$ cat src/rtl/sha256_block_sequencer.sv
// rtl/sha256_block_sequencer.sv - SHA-256 front end: byte packing, FIPS 180-4 padding, block issue, digest streaming
// Optional watchdog on the core handshake: define SHA256_SEQ_WATCHDOG_EN.
`timescale 1ns/1ps

module sha256_block_sequencer #(
    parameter int LEN_W       = 32,
    parameter int WDOG_CYCLES = 255
) (
    input  logic         clk,
    input  logic         rst_n,
    input  logic         in_valid,
    input  logic [7:0]   in_data,
    input  logic         in_last,
    output logic         in_ready,
    output logic         blk_we,
    output logic [3:0]   blk_addr,
    output logic [31:0]  blk_data,
    output logic         core_start,
    output logic         core_init,
    input  logic         core_done,
    input  logic [255:0] core_digest,
    output logic         out_valid,
    output logic [7:0]   out_data,
    output logic         out_last,
    input  logic         out_ready,
    output logic         busy,
    output logic         err
);

    // The length field is 64 bits wide and the watchdog needs at least two
    // cycles to distinguish START from an expired WAIT.
    generate
        if (LEN_W > 61 || WDOG_CYCLES < 2) begin : g_param_check
            $error("sha256_block_sequencer: need LEN_W <= 61 and WDOG_CYCLES >= 2");
        end
    endgenerate

    typedef enum logic [2:0] {
        S_IDLE,
        S_ABSORB,
        S_PAD,
        S_LEN,
        S_START,
        S_WAIT,
        S_DIGEST
    } state_t;

    state_t           state;
    state_t           state_n;
    state_t           ret_state;   // where to resume once the core finishes a block
    state_t           ret_n;

    logic [6:0]       pos;         // byte position inside the current block, 0..64
    logic [LEN_W-1:0] byte_count;  // accepted message bytes
    logic             first_blk;   // next block starts a new message (use IV)
    logic             pad_sent;    // the 0x80 marker has been emitted
    logic [23:0]      word_reg;    // the three most recent bytes of the current word
    logic [4:0]       dig_idx;     // digest byte index, 0 = H0 MSB

    logic             accept;
    logic             byte_take;
    logic [7:0]       byte_val;
    logic             pos_last;
    logic             digest_done;
    logic             wd_expire;
    logic [63:0]      bit_len;

    assign pos_last = (pos == 7'd63);
    assign bit_len  = 64'({byte_count, 3'b000});
    assign busy     = (state != S_IDLE);

`ifdef SHA256_SEQ_WATCHDOG_EN
    localparam int WD_W = $clog2(WDOG_CYCLES + 1);

    logic [WD_W-1:0] wdog_cnt;
    logic            err_q;

    // Expire when the WAIT cycle about to end would be the WDOG_CYCLES-th since core_start.
    assign wd_expire = (state == S_WAIT) && !core_done &&
                       (wdog_cnt >= WD_W'(WDOG_CYCLES - 1));
    assign err       = err_q;

    // Cycle counter for the core handshake and the sticky error flag.
    always_ff @(posedge clk or negedge rst_n) begin
        if (!rst_n) begin
            wdog_cnt <= '0;
            err_q    <= 1'b0;
        end else begin
            if (state == S_START) begin
                wdog_cnt <= WD_W'(1);
            end else if (state == S_WAIT) begin
                wdog_cnt <= wdog_cnt + WD_W'(1);
            end
            if (wd_expire) begin
                err_q <= 1'b1;
            end
        end
    end
`else
    assign wd_expire = 1'b0;
    assign err       = 1'b0;
`endif

    // State register and the recorded return path.
    always_ff @(posedge clk or negedge rst_n) begin
        if (!rst_n) begin
            state     <= S_IDLE;
            ret_state <= S_IDLE;
        end else begin
            state     <= state_n;
            ret_state <= ret_n;
        end
    end

    // Next state, byte source selection and all handshake outputs.
    always_comb begin
        state_n     = state;
        ret_n       = ret_state;
        in_ready    = 1'b0;
        accept      = 1'b0;
        byte_take   = 1'b0;
        byte_val    = 8'h00;
        blk_we      = 1'b0;
        blk_addr    = 4'd0;
        blk_data    = 32'd0;
        core_start  = 1'b0;
        core_init   = 1'b0;
        out_valid   = 1'b0;
        out_data    = 8'h00;
        out_last    = 1'b0;
        digest_done = 1'b0;

        case (state)
            S_IDLE, S_ABSORB: begin
                in_ready  = 1'b1;
                accept    = in_valid;
                byte_take = in_valid;
                byte_val  = in_data;
                if (in_valid) begin
                    if (pos_last) begin
                        state_n = S_START;
                        ret_n   = in_last ? S_PAD : S_ABSORB;
                    end else if (in_last) begin
                        state_n = S_PAD;
                    end else begin
                        state_n = S_ABSORB;
                    end
                end
            end
            S_PAD: begin
                byte_take = 1'b1;
                byte_val  = pad_sent ? 8'h00 : 8'h80;
                if (pos_last) begin
                    state_n = S_START;
                    ret_n   = S_PAD;
                end else if (pos == 7'd55) begin
                    // Any PAD byte written at 55 means the marker is already out.
                    state_n = S_LEN;
                end
            end
            S_LEN: begin
                // pos 56..63 maps to length bytes 7..0 (MSB first).
                byte_take = 1'b1;
                byte_val  = bit_len[{~pos[2:0], 3'b000} +: 8];
                if (pos_last) begin
                    state_n = S_START;
                    ret_n   = S_LEN;
                end
            end
            S_START: begin
                core_start = 1'b1;
                core_init  = first_blk;
                state_n    = S_WAIT;
            end
            S_WAIT: begin
                if (core_done) begin
                    state_n = (ret_state == S_LEN) ? S_DIGEST : ret_state;
                end else if (wd_expire) begin
                    state_n = S_IDLE;
                end
            end
            S_DIGEST: begin
                out_valid = 1'b1;
                out_data  = core_digest[{~dig_idx, 3'b000} +: 8];
                out_last  = (dig_idx == 5'd31);
                if (out_ready && out_last) begin
                    digest_done = 1'b1;
                    state_n     = S_IDLE;
                end
            end
            default: begin
                state_n = S_IDLE;
            end
        endcase

        // Every fourth byte completes a big-endian word for the core.
        if (byte_take && (pos[1:0] == 2'b11)) begin
            blk_we   = 1'b1;
            blk_addr = pos[5:2];
            blk_data = {word_reg, byte_val};
        end
    end

    // Block position, packing register, message length and block bookkeeping.
    always_ff @(posedge clk or negedge rst_n) begin
        if (!rst_n) begin
            pos        <= 7'd0;
            byte_count <= '0;
            first_blk  <= 1'b1;
            pad_sent   <= 1'b0;
            word_reg   <= 24'd0;
            dig_idx    <= 5'd0;
        end else begin
            if (byte_take) begin
                word_reg <= {word_reg[15:0], byte_val};
                pos      <= pos + 7'd1;
            end
            if (accept) begin
                byte_count <= byte_count + LEN_W'(1);
            end
            if (state == S_PAD) begin
                pad_sent <= 1'b1;
            end
            if ((state == S_WAIT) && core_done) begin
                pos       <= 7'd0;
                first_blk <= 1'b0;
            end
            if ((state == S_DIGEST) && out_ready) begin
                dig_idx <= dig_idx + 5'd1;
            end
            // End of message or abandoned block: back to a clean message start.
            if (digest_done || wd_expire) begin
                pos        <= 7'd0;
                byte_count <= '0;
                first_blk  <= 1'b1;
                pad_sent   <= 1'b0;
            end
        end
    end

endmodule
$ cat config.mk
export PLATFORM = sky130hd
export DESIGN_NAME = sha256_block_sequencer
export DESIGN_NICKNAME = d
export VERILOG_FILES = /design/src/rtl/sha256_block_sequencer.sv
export SDC_FILE = /design/constraint.sdc
export NUM_CORES = 1
export LEC_CHECK = 0
export CORE_ASPECT_RATIO = 1.1
export CORE_MARGIN = 5
export CORE_UTILIZATION = 41
export CTS_BUF_LIST = sky130_fd_sc_hd__clkbuf_4 sky130_fd_sc_hd__clkbuf_8 sky130_fd_sc_hd__clkbuf_16
export DETAILED_ROUTE_END_ITERATION = 6
export GPL_ROUTABILITY_DRIVEN = 0
export PLACE_DENSITY = 0.83
export SETUP_SLACK_MARGIN = 0.1
export SLEW_MARGIN = 20
export SYNTH_ARGS = -nofsm -noshare
export SYNTH_HDL_FRONTEND = slang
export SYNTH_SLANG_ARGS = --single-unit
$ cat constraint.sdc
create_clock -name clk -period 2.5 [get_ports clk]
set_input_delay 0.5 -clock clk [delete_from_list [all_inputs] [get_ports clk]]
set_output_delay 0.5 -clock clk [all_outputs]
set_load 0.03 [all_outputs]
# [Yosys cells after proc, flatten, opt, wreduce, memory -nomap -nowiden]
# Cells that the tools add are included.
[word_totals] register_bits=76 input_bits=270 out_inout_bits=52 elab_cells=87
[op_classes] n_eq_ne=18 muxes=39 bitwise=2 shifts=2 reduce_logical=15 add_sub_neg=3
[op_table] operator="indexed part select 256 x 9 -> 8 bit" count=1
[op_table] operator="two-way mux 32 bit" count=3
[op_table] operator="indexed part select 64 x 7 -> 8 bit" count=1
[op_table] operator="two-way mux 3 bit" count=12
[op_table] operator="adder 32 x 1 -> 32 bit, second input constant" count=1
[op_table] operator="case mux 8 bit (3 select lines)" count=1
[op_table] operator="two-way mux 7 bit" count=3
[op_table] operator="case mux 3 bit (6 select lines)" count=1
[op_table] operator="two-way mux 8 bit" count=2
[op_table] operator="== test 7 x 6 -> 1 bit, second input constant" count=2
[op_table] operator="two-way mux 1 bit" count=13
[op_table] operator="inequality test 2 bit, second input constant" count=6
[op_table] operator="AND reduction 5 bit" count=2
[op_table] operator="== test 3 x 2 -> 1 bit, second input constant" count=3
[op_table] operator="== test 3 bit, second input constant" count=3
[op_table] operator="case mux 3 bit (3 select lines)" count=1
[op_table] operator="nonzero test 3 bit" count=3
[op_table] operator="adder 7 x 1 -> 7 bit, second input constant" count=1
[op_table] operator="nonzero test 2 bit" count=3
[op_table] operator="adder 5 x 1 -> 5 bit, second input constant" count=1
[op_table] operator="== test 5 bit, second input constant" count=1
[op_table] operator="NOT 5 bit" count=1
[op_table] operator="logical AND 1 bit" count=4
[op_table] operator="two-way mux 4 bit" count=1
[op_table] operator="other kinds (8)" count=9

# [Depth between registers and ports, before layout]
[logic_depth] word_depth=6 depth_mapped=9

# [Worst setup path before layout]
# Ideal clock, no wire load.
[synth_path] path_kind="in2out" startpoint="input in_valid" endpoint="output blk_addr[0]" cell_stages=7 t_arrival_ns=1.973 path_slack_ns=0.027 path_buffers=3 cell_sequence="o21bai_1 buf_2 or2_1 clkbuf_1 inv_2 clkbuf_1 and2_1"
[synth_via] elab_chain_cells=3
[synth_lines] element="start: declaration" line="11" text="input logic in_valid,"
[synth_lines] element="case mux 1 bit (2 select lines)" line="133" text="case (state)"
[synth_lines] element="logical AND 1 bit" line="197" text="if (byte_take && (pos[1:0] == 2'b11)) begin"
[synth_lines] element="two-way mux 4 bit" line="197"
[synth_lines] element="end: declaration" line="16" text="output logic [3:0] blk_addr,"
# No other way between the ends.

# [Final worst setup path]
[layout_path] startpoint="register dig_idx[0]" endpoint="output out_data[2]"
[layout_via] elab_chain_cells=3
[layout_lines] element="start: declaration" line="58" text="logic [4:0] dig_idx;"
[layout_lines] element="start signal: assignment" line="229" text="dig_idx <= dig_idx + 5'd1;"
[layout_lines] element="NOT 5 bit" line="184" text="out_data = core_digest[{~dig_idx, 3'b000} +: 8];"
[layout_lines] element="indexed part select 256 x 9 -> 8 bit" line="184"
[layout_lines] element="two-way mux 8 bit" line="133"
[layout_lines] element="end: declaration" line="23" text="output logic [7:0] out_data,"
# No other way between the ends.

==> summary.txt <==
Timing
  • RSZ-0062 raised after global routing: yes
  • Setup TNS: -2.73 ns
  • Worst slew pin tran: about 0.61 ns
  • Fin. Hold Viols: 0
  • # setup viols final: 12
  • Fin crit share: 113%
  • Max frequency: between 0.3 and 0.4 GHz
  • Max Slew Vio Count: 0
  • Worst Skew: about 0.0073 ns
  • Final setup margin: -0.334 ns
  • Relative slew slack: between 50 and 60%
  • Min Tclk post-route: roughly 2.8 ns

Power and ir drop
  • Reg power frac: 21.1%
  • Clk pwr share: 15.5%
  • Switch share: between 30% and 40%
  • Power Internal: about 0.0052 W
  • NetSw: 0.00344 W
  • PD cells: about 800 mW/mm^2
  • Leakage: 4.50 nW
  • Pwr Total: 0.00866 W
  • Gate power share: a little over three fifths
  • Worst IR Drop VDD: approximately 420 uV

CTS
  • H-tree depth: 3
  • CTS sink cnt: 75
  • CTS tree: done
  • Worst-path clk slew: about 0.060 ns
  • Longest Clk Path Bufs: 2
  • Latest clock arrival within the worst-skew pair: approximately 0.35 ns
  • Number of buffers created by CTS: 9
  • Cell at the root of the clock tree: clkbuf_16

Yosys
  • Post-synthesis sequential area ratio: 30.3%
  • Warning count from the yosys run: 0
  • Number of synthesized flops with an enable pin: 0
  • Cell Area, Synth: 0.00620 sq mm
  • Synth Net Count: 892
  • Ys flop type: dfrtp_1
  • Post-synth cell types: 63
  • Mapped Cells: a little over 600
  • #FFs+latches synth: between 70 and 80
  • Synth async-reset ratio: 100%
  • Post-Syn Area per Cell: 10.0 sq um

Placement
  • Pre-CTS WS: -0.587 ns
  • Count of input and output buffers: 320
  • Post-DP HPWL: 24.3 mm
  • Dpl cells: 1142
  • Placed Area: 0.00984 sq mm

Global route
  • Initial antenna violation count: 3
  • First-pass GRT wire length: roughly 43 mm
  • Vias in the first global route: approximately 7200
  • Largest net degree at the start of global routing: 37
  • All-layer global routing usage: 31.8%
  • Grt ovf: 0

Layout
  • Fin area: 0.0109 sq mm
  • Synth-to-layout area growth: 75.4%
  • Leading cell type in the layout, fill and taps excluded: clkdlybuf4s50_1
  • Max FFs per register: 32
  • Most frequent cells in the layout: 268 x clkdlybuf4s50_1, 101 x buf_4, 70 x dfrtp_1
  • Share of cells above drive strength 1: between 30 and 40%
  • Post-route insts no fill: between 1000 and 1500
  • Fin nets: 1261

Critical path
  • Setup crit start: dig_idx[0]$_DFFE_PN0P_
  • CP max stage cell: mux4_2
  • Required time worst endpoint: approximately 2 ns
  • Cell breakdown of the critical path: buf_6 -> buf_12 -> mux4_2 -> a22oi_1 -> nand2_1 -> and3_4 -> buf_6
  • CP peak stage delay: 0.57 ns
  • Critical-path maximum fanout: 9
  • Worst flop-to-flop path endpoint: state[0]$_DFFE_PN0P_
  • Critical path type: reg2out
  • CP dominant cell by count: buf_6
  • Critical path endpoint: out_data[2]
  • Reg-to-reg slack, setup: -0.17 ns
  • Worst Path Arrival: between 2 and 2.5 ns
  • Worst Setup End Kind: output pin
  • FF-to-FF Start: dig_idx[0]$_DFFE_PN0P_
  • R2R depth: 12
  • Startpoint types: register

Floorplan
  • # rows: 47
  • CORE AREA: between 0.01 and 0.015 sq mm
  • Die Span X: 127 um
  • Die Ht: ~140 um
  • Die Area: around 0.018 sq mm
  • Number of I/O pins: roughly 320
  • Starting Density: about two fifths

Run status
  • Status: complete, but fails checks
  • Failing checks: setup timing

Routing
  • Total vias in the final route: 7108
  • Antenna viol nets, final: 0
  • Wire per inst: 25.3 um
  • Via/cell ratio: roughly 6.0
  • # DRC: 0
  • Routed WL: 30.1 mm
  • Starting DRT DRC Count: about 740
  • First-pass DRT Iterations: 6

Run
  • Max cap viols: 0

Worst hold path
  • Hold crit path type: in2async
-- power by group through the flow --
stage	Clock, W	Combinational, W	Sequential, W
after floorplan	0	0.00291	0.00170
after global placement	0	0.00440	0.00188
after detailed placement	0	0.00447	0.00190
after CTS	0.00135	0.00499	0.00181
after global routing	0.00141	0.00576	0.00187
final	0.00135	0.00549	0.00183
-- worst max-delay path, delay by kind of cell (launching register included) --
family,cells,cell delay [ns]
AO/OA/AOI/OAI,1,0.21
flip-flops,1,0.46
buffers and inverters,3,0.45
AND/OR/NAND/NOR,2,0.31
multiplexers,1,0.57
-- per-stage QoR --
| step | utilization (%) | hold WS, ns |
|---|---|---|
| 6_report | 72.8 | 0.0941 |
| 3_5_place_dp | 65.9 | 0.460 |
| 4_1_cts | 70.6 | 0.0954 |
| 2_1_floorplan | - | 0.204 |
| 5_1_grt | 72.8 | 0.126 |
| 3_3_place_gp | 65.9 | 0.450 |
-- Yosys cell counts, types with 5 or more instances --
| cell | instances | area share, % |
|---|---|---|
| nand2_1 | 48 | 2.9 |
| nor2_1 | 52 | 3.1 |
| nor4_1 | 5 | 0.50 |
| buf_1 | 7 | 0.42 |
| nand4_1 | 12 | 1.2 |
| clkbuf_1 | 26 | 1.6 |
| mux2_2 | 19 | 3.4 |
| xor2_1 | 15 | 2.1 |
| xnor2_1 | 18 | 2.5 |
| dfrtp_1 | 74 | 30 |
| o22ai_1 | 8 | 0.81 |
| a21oi_1 | 23 | 1.9 |
| inv_1 | 8 | 0.48 |
| and2_1 | 31 | 3.1 |
| and3_1 | 18 | 1.8 |
| o21ai_0 | 16 | 1.3 |
| nand3_1 | 20 | 1.6 |
| mux4_2 | 53 | 19 |
| a211oi_1 | 9 | 1.1 |
| a22oi_1 | 16 | 1.9 |
| o221ai_1 | 8 | 1.1 |
| nor3_1 | 8 | 0.65 |
| nor2b_1 | 11 | 1.1 |
| buf_2 | 14 | 1.1 |
| mux2i_1 | 39 | 6.3 |
| or3_1 | 5 | 0.50 |
-- logic make-up (layout without fill, tap and decap cells) --
kind of cell             after synthesis  in the layout  share of synthesized area, %
XOR/XNOR                              33             33                          4.66
other                                  1              4                        0.0605
AO/OA/AOI/OAI                        103            103                          11.1
multiplexers                         111            111                          29.0
adder cells (fa/ha/maj)                4              4                         0.807
buffers and inverters                 60            434                          4.22
AND/OR/NAND/NOR                      231            231                          19.9
flip-flops                            75             75                          30.3
-- layer usage --
metal  global-route usage (%)  share of wire (%)
met2                     54.0                 49
met5                        0              0.090
met3                     8.63                 11
met1                     38.8                 35
met4                     11.2                4.9
-- worst min path at each step --
stage                          start                   endpoint  slack [ns]
4_1_cts                        rst_n   word_reg[16]$_DFFE_PN0P_         0.1
5_1_grt                        rst_n   word_reg[16]$_DFFE_PN0P_        0.13
3_3_place_gp   first_blk$_DFFE_PN1P_      first_blk$_DFFE_PN1P_        0.45
3_5_place_dp                   rst_n   word_reg[16]$_DFFE_PN0P_        0.46
6_report                       rst_n   word_reg[16]$_DFFE_PN0P_        0.09
2_1_floorplan                  rst_n  byte_count[0]$_DFFE_PN0P_        0.20
-- layout make-up --
| type | count | area [sq um] |
|---|---|---|
| multi-input combinational | 483 | 4410 |
| fill | 1040 | 4060 |
| tap | 196 | 245 |
| antenna | 3 | 7.51 |
| sequential | 75 | 1890 |
| clock buffer | 10 | 233 |
| timing repair buffer | 409 | 4000 |
| clock inverter | 6 | 71.3 |
| inverter | 9 | 33.8 |
-- timing repair --
item                                    CTS  global route
endpoints found under the setup margin   78            41
pin swaps                                15            17
hold buffers                              0             0
gates resized for setup                  75            51
buffers inserted                         13            17
Power figures use the tool's default switching activity.
